<file path="src/rtl/can_tx_serializer.sv">
// can_tx_serializer: CAN 2.0A standard data frame transmitter.
// It latches ID, DLC and payload on an accepted start pulse. It then drives SOF,
// arbitration, control, data, CRC-15, delimiters, ACK slot, EOF and IFS on can_tx,
// holding each bit for BIT_CYCLES clocks and inserting bit stuffing from SOF through CRC.
// Optional feature macro: CAN_TX_ACK_CHECK_EN samples can_rx in the ACK slot and
// flags a missing acknowledge on ack_err.
module can_tx_serializer #(
   parameter int BIT_CYCLES = 16
) (
   input  logic        clk,
   input  logic        rst_n,
   input  logic        tx_start,
   input  logic [10:0] tx_id,
   input  logic [3:0]  tx_len,
   input  logic [63:0] tx_data,
   input  logic        can_rx,
   output logic        can_tx,
   output logic        tx_busy,
   output logic        tx_done,
   output logic        ack_err
);

   localparam int            PW         = (BIT_CYCLES > 1) ? $clog2(BIT_CYCLES) : 1;
   localparam logic [PW-1:0] PRESC_LAST = PW'(BIT_CYCLES - 1);
   localparam logic [14:0]   CRC_POLY   = 15'h4599;

   typedef enum logic [2:0] {S_IDLE, S_ARB, S_DATA, S_CRC, S_TAIL} state_t;

   state_t        state_q, state_d;
   logic [PW-1:0] presc_q, presc_d;
   logic [5:0]    cnt_q, cnt_d;       // bit index within the current field
   logic [10:0]   id_q, id_d;
   logic [3:0]    dlc_q, dlc_d;
   logic [63:0]   data_q, data_d;
   logic [14:0]   crc_q, crc_d;
   logic [2:0]    run_q, run_d;       // length of the current run of equal wire bits
   logic          last_q, last_d;     // last bit put on the wire (stuff bits included)
   logic          tx_q, tx_d;
   logic          done_q, done_d;

   // Field bookkeeping derived from the latched frame
   logic [3:0]  nbytes;
   logic [5:0]  data_last;
   logic [18:0] arb_bits;
   logic        stuff_region;

   assign nbytes       = dlc_q[3] ? 4'd8 : dlc_q;
   assign data_last    = 6'({nbytes, 3'b000} - 7'd1);
   assign arb_bits     = {1'b0, id_q, 3'b000, dlc_q};   // SOF, ID, RTR, IDE, r0, DLC
   assign stuff_region = (state_q == S_ARB) || (state_q == S_DATA) || (state_q == S_CRC);

   // One CRC-15 step over a single unstuffed bit
   function automatic logic [14:0] crc_step(input logic [14:0] crc, input logic b);
      logic nxt;
      nxt      = b ^ crc[14];
      crc_step = {crc[13:0], 1'b0} ^ (nxt ? CRC_POLY : 15'h0000);
   endfunction

   // Position of the next unstuffed bit, and whether the frame ends after the current bit
   state_t     pos_state;
   logic [5:0] pos_cnt;
   logic       pos_end;

   always_comb begin
      pos_state = state_q;
      pos_cnt   = cnt_q + 6'd1;
      pos_end   = 1'b0;
      case (state_q)
         S_ARB: begin
            if (cnt_q == 6'd18) begin
               pos_state = (nbytes != 4'd0) ? S_DATA : S_CRC;
               pos_cnt   = 6'd0;
            end
         end
         S_DATA: begin
            if (cnt_q == data_last) begin
               pos_state = S_CRC;
               pos_cnt   = 6'd0;
            end
         end
         S_CRC: begin
            if (cnt_q == 6'd14) begin
               pos_state = S_TAIL;
               pos_cnt   = 6'd0;
            end
         end
         S_TAIL: begin
            if (cnt_q == 6'd12) begin
               pos_end = 1'b1;
            end
         end
         default: begin
            pos_end = 1'b0;
         end
      endcase
   end

   // Value of the next unstuffed bit; TAIL and IDLE are always recessive
   logic [4:0] arb_idx;
   logic [3:0] crc_idx;
   logic [5:0] data_idx;
   logic       pos_bit;

   assign arb_idx  = 5'(5'd18 - pos_cnt[4:0]);
   assign crc_idx  = 4'(4'd14 - pos_cnt[3:0]);
   assign data_idx = {pos_cnt[5:3], ~pos_cnt[2:0]};      // byte-ascending, MSB first in byte

   always_comb begin
      pos_bit = 1'b1;
      case (pos_state)
         S_ARB:   pos_bit = arb_bits[arb_idx];
         S_DATA:  pos_bit = data_q[data_idx];
         S_CRC:   pos_bit = crc_q[crc_idx];
         default: pos_bit = 1'b1;
      endcase
   end

   // Next-state logic: accept start, run the prescaler, emit stuff or field bits at bit boundaries
   always_comb begin
      state_d = state_q;
      presc_d = presc_q;
      cnt_d   = cnt_q;
      id_d    = id_q;
      dlc_d   = dlc_q;
      data_d  = data_q;
      crc_d   = crc_q;
      run_d   = run_q;
      last_d  = last_q;
      tx_d    = tx_q;
      done_d  = 1'b0;
      if (state_q == S_IDLE) begin
         if (tx_start) begin
            // SOF goes out on the accepting edge; dominant 0 leaves the CRC at 0
            state_d = S_ARB;
            presc_d = '0;
            cnt_d   = 6'd0;
            id_d    = tx_id;
            dlc_d   = tx_len;
            data_d  = tx_data;
            crc_d   = 15'h0000;
            run_d   = 3'd1;
            last_d  = 1'b0;
            tx_d    = 1'b0;
         end
      end else if (presc_q != PRESC_LAST) begin
         presc_d = presc_q + PW'(1);
      end else begin
         presc_d = '0;
         if (stuff_region && (run_q == 3'd5)) begin
            // Stuff bit: complement, starts a new run, field position unchanged
            tx_d   = ~last_q;
            last_d = ~last_q;
            run_d  = 3'd1;
         end else if (pos_end) begin
            state_d = S_IDLE;
            cnt_d   = 6'd0;
            tx_d    = 1'b1;
            done_d  = 1'b1;
         end else begin
            state_d = pos_state;
            cnt_d   = pos_cnt;
            tx_d    = pos_bit;
            last_d  = pos_bit;
            run_d   = (pos_bit == last_q) ? run_q + 3'd1 : 3'd1;
            if ((pos_state == S_ARB) || (pos_state == S_DATA)) begin
               crc_d = crc_step(crc_q, pos_bit);
            end
         end
      end
   end

   // Frame state registers; reset aborts any frame in flight
   always_ff @(posedge clk or negedge rst_n) begin
      if (!rst_n) begin
         state_q <= S_IDLE;
         presc_q <= '0;
         cnt_q   <= 6'd0;
         id_q    <= 11'd0;
         dlc_q   <= 4'd0;
         data_q  <= 64'd0;
         crc_q   <= 15'h0000;
         run_q   <= 3'd0;
         last_q  <= 1'b1;
         tx_q    <= 1'b1;
         done_q  <= 1'b0;
      end else begin
         state_q <= state_d;
         presc_q <= presc_d;
         cnt_q   <= cnt_d;
         id_q    <= id_d;
         dlc_q   <= dlc_d;
         data_q  <= data_d;
         crc_q   <= crc_d;
         run_q   <= run_d;
         last_q  <= last_d;
         tx_q    <= tx_d;
         done_q  <= done_d;
      end
   end

   assign can_tx  = tx_q;
   assign tx_busy = (state_q != S_IDLE);
   assign tx_done = done_q;

`ifdef CAN_TX_ACK_CHECK_EN
   localparam logic [PW-1:0] ACK_SAMPLE = PW'(BIT_CYCLES / 2);

   logic ack_rx_q, ack_rx_d;
   logic ack_err_q, ack_err_d;

   // Sample the bus mid ACK slot; report a recessive sample together with tx_done
   always_comb begin
      ack_rx_d  = ack_rx_q;
      ack_err_d = 1'b0;
      if ((state_q == S_IDLE) && tx_start) begin
         ack_rx_d = 1'b1;
      end
      if ((state_q == S_TAIL) && (cnt_q == 6'd1) && (presc_q == ACK_SAMPLE)) begin
         ack_rx_d = can_rx;
      end
      if (done_d) begin
         ack_err_d = ack_rx_q;
      end
   end

   // ACK check registers
   always_ff @(posedge clk or negedge rst_n) begin
      if (!rst_n) begin
         ack_rx_q  <= 1'b1;
         ack_err_q <= 1'b0;
      end else begin
         ack_rx_q  <= ack_rx_d;
         ack_err_q <= ack_err_d;
      end
   end

   assign ack_err = ack_err_q;
`else
   logic unused_can_rx;
   assign unused_can_rx = can_rx;
   assign ack_err       = 1'b0;
`endif

endmodule

</file>
<file path="config.mk">
export PLATFORM = sky130hd
export DESIGN_NAME = can_tx_serializer
export DESIGN_NICKNAME = d
export VERILOG_FILES = /design/src/rtl/can_tx_serializer.sv
export SDC_FILE = /design/constraint.sdc
export NUM_CORES = 1
export LEC_CHECK = 0
export BUFFER_PORTS_ARGS = -buffer_cell sky130_fd_sc_hd__buf_2
export CORE_ASPECT_RATIO = 0.5
export CORE_MARGIN = 10
export CORE_UTILIZATION = 55
export DETAILED_ROUTE_END_ITERATION = 8
export PLACE_DENSITY = 0.77
export SYNTH_ARGS = -nofsm -noshare
export SYNTH_HDL_FRONTEND = slang
export SYNTH_SLANG_ARGS = --single-unit
</file>
<file path="constraint.sdc">
create_clock -name clk -period 5.4 [get_ports clk]
set_input_delay 0.27 -clock clk [delete_from_list [all_inputs] [get_ports clk]]
set_output_delay 0.27 -clock clk [all_outputs]
set_load 0.01 [all_outputs]
</file>
# Word level (Yosys, flattened, before mapping)
# Cells that the tools add are included.
dict set report totals {
  register_bits 113
  latchBits 0
  ramBits 0
  mem_bits_ro 0
  in_bits 83
  out_inout_bits 4
  elab_cells 113
  mem_count 0
}
dict set report op_classes {
  n_addsub 6
  n_mul 0
  n_div 0
  order_cmp 3
  n_eq_ne 19
  shift 0
  muxes 57
  bitwise 4
  reduce_logical 13
}
# op n
set ops {}
lappend ops {{2-to-1 mux 15 bit} 7}
lappend ops {{2-to-1 mux 6 bit} 8}
lappend ops {{2-to-1 mux 3 bit} 13}
lappend ops {{2-to-1 mux 1 bit} 19}
lappend ops {{one-hot mux 6 bit (3 select lines)} 1}
lappend ops {{2-to-1 mux 4 bit} 4}
lappend ops {{XOR 15 bit} 1}
lappend ops {{equality test 3 x 2 -> 1 bit (second input constant)} 4}
lappend ops {{equality test 6 x 4 -> 1 bit (second input constant)} 2}
lappend ops {{one-hot mux 3 bit (3 select lines)} 1}
lappend ops {{less-than comparator 6 x 7 -> 1 bit (second input constant)} 1}
lappend ops {{adder 6 x 1 -> 6 bit (second input constant)} 1}
lappend ops {{binary-select mux 1 bit (select 6 bit)} 1}
lappend ops {{equality test 3 x 1 -> 1 bit (second input constant)} 2}
lappend ops {{equality test 3 bit (second input constant)} 2}
lappend ops {{equality test 6 x 5 -> 1 bit (second input constant)} 1}
lappend ops {{equality test 6 bit} 1}
lappend ops {{less-than comparator 5 x 6 -> 1 bit (second input constant)} 1}
lappend ops {{inequality test 2 bit (second input constant)} 3}
lappend ops {{AND reduction 3 bit} 2}
lappend ops {{subtractor 6 x 1 -> 6 bit (second input constant)} 1}
lappend ops {{binary-select mux 1 bit (select 5 bit)} 1}
lappend ops {{less-than comparator 4 x 5 -> 1 bit (second input constant)} 1}
lappend ops {{AND reduction 5 bit} 1}
lappend ops {{other kinds (20)} 23}

# Depth between registers and ports, before layout
dict set report logic_depth {
  ltp_word 17
  depth_mapped 21
  depth_no_buf 19
}

# Worst setup path after synthesis
# No wires, ideal clock.
dict set report synth_timing {
  path_kind {reg2reg}
  startpoint {register cnt_q[0]}
  endpoint {register crc_q[10]}
  setup_ps 121
  t_arrival_ps 4807
  required_time_ps 5279
  path_slack_ps 472
  path_stages_with_launch 22
  path_buffers 2
  period_less_slack_ps 4928
  path_cell_list {dfrtp_1 clkbuf_1 inv_1 clkbuf_1 ha_1 and2b_1 nand4b_1 o21ai_1 nand2_1 nand2_1 inv_1 ha_1 and3_1 or4_1 mux2i_1 mux2i_1 o21ai_0 nor2_1 or4b_4 nor2_8 xnor3_1 a22o_1}
}
dict set report synth_between {
  elab_chain_len 15
  word_cells_on_any_way 40
  classes_between {add/sub (3); eq/ne (8); mux (23); bitwise (3); reduce/logical (3)}
}
# element line
set synth_lines {}
lappend synth_lines {{from (decl)} 31} ;# logic [5:0] cnt_q, cnt_d;
lappend synth_lines {{from (signal assigned)} 189} ;# cnt_q <= cnt_d;
lappend synth_lines {{adder 6 x 1 -> 6 bit, or another cell as far along} 66} ;# pos_cnt = cnt_q + 6'd1;
lappend synth_lines {{2-to-1 mux 6 bit (on tied branches)} {82, 70, 76}}
lappend synth_lines {{one-hot mux 6 bit (3 select lines)} 68} ;# case (state_q)
lappend synth_lines {{subtractor 5 bit, or another cell as far along} 104} ;# assign arb_idx = 5'(5'd18 - pos_cnt[4:0]);
lappend synth_lines {{binary-select mux 1 bit (select 5 bit), or another cell as far along} 111} ;# S_ARB: pos_bit = arb_bits[arb_idx];
lappend synth_lines {{2-to-1 mux 1 bit (on tied branches)} {111, 112, 113}}
lappend synth_lines {{one-hot mux 1 bit (3 select lines)} 110} ;# case (pos_state)
lappend synth_lines {{XOR 1 bit} 55} ;# nxt = b ^ crc[14];
lappend synth_lines {{2-to-1 mux 15 bit} 56} ;# crc_step = {crc[13:0], 1'b0} ^ (nxt ? CRC_POLY : 15'h0000);
lappend synth_lines {{XOR 15 bit} 56}
lappend synth_lines {{2-to-1 mux 15 bit} 165} ;# if ((pos_state == S_ARB) || (pos_state == S_DATA)) begin
lappend synth_lines {{2-to-1 mux 15 bit} 154} ;# end else if (pos_end) begin
lappend synth_lines {{2-to-1 mux 15 bit} 149} ;# if (stuff_region && (run_q == 3'd5)) begin
lappend synth_lines {{2-to-1 mux 15 bit} 145} ;# end else if (presc_q != PRESC_LAST) begin
lappend synth_lines {{2-to-1 mux 15 bit} 131} ;# if (state_q == S_IDLE) begin
lappend synth_lines {{to (signal assigned)} 193} ;# crc_q <= crc_d;
lappend synth_lines {{to (decl)} 35} ;# logic [14:0] crc_q, crc_d;
# Several ways; a longest one is shown, not always the timed one. The select of a mux whose other input is x is not followed.
# A chain may end at the register's enable or synchronous reset.

# Worst setup path after layout
dict set report layout_timing {
  startpoint {register dlc_q[3]}
  endpoint {register crc_q[7]}
}
dict set report layout_between {
  elab_chain_len 17
  word_cells_on_any_way 34
  classes_between {add/sub (3); eq/ne (4); mux (20); bitwise (3); reduce/logical (4)}
}
# element line
set layout_lines {}
lappend layout_lines {{from (decl)} 33} ;# logic [3:0] dlc_q, dlc_d;
lappend layout_lines {{from (signal assigned)} 191} ;# dlc_q <= dlc_d;
lappend layout_lines {{2-to-1 mux 4 bit} 47} ;# assign nbytes = dlc_q[3] ? 4'd8 : dlc_q;
lappend layout_lines {{subtractor 6 x 1 -> 6 bit} 48} ;# assign data_last = 6'({nbytes, 3'b000} - 7'd1);
lappend layout_lines {{equality test 6 bit} 76} ;# if (cnt_q == data_last) begin
lappend layout_lines {{2-to-1 mux 6 bit} 76}
lappend layout_lines {{one-hot mux 6 bit (3 select lines)} 68}
lappend layout_lines {{subtractor 5 bit, or another cell as far along} 104}
lappend layout_lines {{binary-select mux 1 bit (select 5 bit), or another cell as far along} 111}
lappend layout_lines {{2-to-1 mux 1 bit (on tied branches)} {111, 112, 113}}
lappend layout_lines {{one-hot mux 1 bit (3 select lines)} 110}
lappend layout_lines {{XOR 1 bit} 55}
lappend layout_lines {{2-to-1 mux 15 bit} 56}
lappend layout_lines {{XOR 15 bit} 56}
lappend layout_lines {{2-to-1 mux 15 bit} 165}
lappend layout_lines {{2-to-1 mux 15 bit} 154}
lappend layout_lines {{2-to-1 mux 15 bit} 149}
lappend layout_lines {{2-to-1 mux 15 bit} 145}
lappend layout_lines {{2-to-1 mux 15 bit} 131}
# Several ways; a longest one is shown, not always the timed one. The select of a mux whose other input is x is not followed.

==> flow_summary.toml <==
[status]
outcome = "finished, final reports clean"

[critical_path]
cp_cell_sequence = "or2b_1 > ha_1 > xor2_1 > nand3_1 > o31ai_2 > nand2_1 > nand2_1 > inv_1 > ha_1 > and3_1 > or4_1 > mux2i_1 > mux2i_1 > o21ai_0 > nor2_1 > or4b_4 > nor2_8 > xnor3_1 > a22o_1"
worstPathRequired_ns = 5.70
cp_slowest_stage_delay_ns = 0.63
crit_family = "simple AND/OR/NAND/NOR gates"
critPathBufInv = 1
critPathKind = "reg -> reg"
start_kind = "flip-flop"
cp_max_fo = 9
critPathArrivalTime_ns = 5.38
crit_slowest_cell = "or4_1"
cp-end-kind = "flip-flop"

[synthesis]
syn_area_um2 = 6270
synth.area.top_cells = "dfrtp_1 44%, mux2_2 15%, mux2i_1 3.5%"
synthCells = 554
synth_edf_count = 0
yosysTopAreaCellShare_pct = 44.3
synth-main-ff-cell = "dfrtp_1"
ys_ff_latch = 113
syn-num-nets = 646
async_flop_share_pct = 100
seq_area_frac_synth_pct = 45.1
yosysWarningCount = 0
synth.largest_area_cell = "dfrtp_1"
synth.distinct_cells = 68
syn_area_per_cell_um2 = 11.3

[detailed_routing]
detail_route.iter0.violations = 472
wire_per_inst_um = 19.7
routed_wl_mm = 15.7
drc = 0
dr.pass1.iters = 5
ant_nets = 0
via_per_inst = 6.14
num_vias = 4888

[placement]
place_congestion = 0.908
hpwl_mm = 10.9
port_buffers = 84
numPlacedInstances = 763
post-place-ws_ns = 0.146
placed_area_um2 = 6840

[clock_tree]
cts_buffers = 17
worstSkewPairLatency_ns = 0.42
cts-root-buf = "clkbuf_16"
htree_levels = 4
clock_sinks = 113
clkSlewWorstSetupHoldPaths_ns = 0.06
cts_tree = "built"
cts_buffer_depth = 2

[floorplan]
die_area_um2 = 16300
core_area_um2 = 11100
fp.dieW_um = 171
start_util_pct = 56.6
rows = 27
die_h_um = 95.5
pin_count = 87

[power]
powerDensity_nw_per_um2 = 593
ir_drop_uv = 280
p_total_uw = 4430
leakage_uw = 0.00329

[timing]
hold_viol = 0
fmax_ghz = 0.197
finalClockSkew_ns = 0.0145
setup_tns_ns = 0
finalSetupViolCount = 0
period_minus_slack_ns = 5.08
worst_pin_slew_ns = 1.16
relSlewSlack_pct = 22.0
period_share_pct = 94.1
setup_slack_ns = 0.317
drv_slew = 0
rsz0062_at_grt = "false"

[cells_and_area]
fin_cells = 796
nets = 730
areaGrowthSynthToFinish_pct = 19.1
drive_gt1_share_pct = 35.0
fin_area_um2 = 7470
n_antenna_cell = 0

[global_routing]
antenna_found_initial = 0
grt_pass1_vias = 5068
grtUsageTotal_pct = 19.8
grt_pass1_wl_mm = 25.7
gr-total-overflow = 0
grt_max_degree = 83

[hold_path]
hp-class = "in -> reg"

[job]
maxCapViolCount = 0
-- cell usage in the layout, fill, tap and decap left out, types with 8 or more instances in the layout --
master     count
nor3_1         9
nor2_1        27
a22o_1        17
nand2_1       36
inv_1          9
nand3_1       15
buf_4         11
mux2_2        85
ha_1           9
buf_2         83
xnor2_1        9
o31ai_1        8
clkbuf_16     17
mux2i_1       22
a21oi_1       16
o21ai_0       30
dfrtp_1      111
-- metrics by stage --
stage	util (%)	hold slack, ns
final	67.5	0.0786
after global routing	67.5	0.0695
after CTS	67.4	0.0705
after detailed placement	61.7	0.418
after global placement	61.7	0.409
after floorplan	-	-0.0256
-- flip-flops by register name (all words and copies together) (netlist names) --
signal   cells
can_tx       1
cnt_q        6
id_q        11
crc_q       15
presc_q      4
data_q      64
last_q       1
tx_done      1
dlc_q        4
state_q      3
run_q        3
-- repair_timing --
action | 4_1_cts | 5_1_grt
setup endpoints to repair | 0 | 11
endpoints found under the hold margin | 60 | 0
gates resized for setup | 0 | 2
setup buffers | 0 | 0
hold buffers | 1 | 0
-- Yosys cell counts (3+ instances only) --
cell type	count
a211oi_1	6
a21oi_1	16
a22o_1	17
a31oi_1	6
and2_1	7
and3_1	5
buf_2	3
clkbuf_1	23
dfrtp_1	111
ha_1	9
inv_1	9
mux2_2	85
mux2i_1	22
mux4_1	5
nand2_1	36
nand3_1	15
nand3b_1	3
nand4_1	3
nor2_1	28
nor3_1	9
nor4_1	6
o211a_1	3
o211ai_1	3
o21ai_0	30
o21ai_1	3
o22ai_1	6
o31a_1	3
o31ai_1	9
xnor2_1	9
xnor3_1	5
xor2_1	5
-- power by group --
group | internal [uW] | switching (uW)
sequential | 1220 | 277
clock | 743 | 420
combinational | 875 | 894
-- area by class of cell --
class                           instances  area, um^2
Sequential cell                       113        2830
Clock buffer                           18         439
Fill cell                             857        3610
Inverter                               11        46.3
Clock inverter                         14         179
Multi-Input combinational cell        400        3290
Tap cell                              145         181
Timing Repair Buffer                   95         508
-- routing by layer --
metal  up-vias  routed length [um]  track usage (%)
met3        22                1140             6.47
met4         0                 233             7.26
met1      2429                6870             25.6
met2       186                7470             30.6
met5         -                   0                0
li1       2251                   -                -
-- final timing paths --
path | start | endpoint | slack, ns | cells after the start
hold / removal | tx_data[15] | data_q[15]$_DFFE_PN0P_ | 0.08 | 2
min in group asynchronous | rst_n | data_q[37]$_DFFE_PN0P_ | 0.51 | 2
hold reg to reg | presc_q[3]$_DFFE_PN0P_ | presc_q[3]$_DFFE_PN0P_ | 0.50 | 1
max in group asynchronous | rst_n | id_q[7]$_DFFE_PN0P_ | 3.74 | 3
setup / recovery | dlc_q[3]$_DFFE_PN0P_ | crc_q[7]$_DFFE_PN0P_ | 0.32 | 19
setup reg to reg | dlc_q[3]$_DFFE_PN0P_ | crc_q[7]$_DFFE_PN0P_ | 0.32 | 19
-- cells by family after synthesis --
| family | share of synthesized area (%) |
|---|---|
| flip-flops | 45.1 |
| AO/OA/AOI/OAI | 13.9 |
| buffers and inverters | 2.71 |
| multiplexers | 21.6 |
| AND/OR/NAND/NOR | 11.1 |
| other | 0.0598 |
| adder cells (fa/ha/maj) | 1.79 |
| XOR/XNOR | 3.75 |
Note: power is estimated with default switching activity, not from simulation.
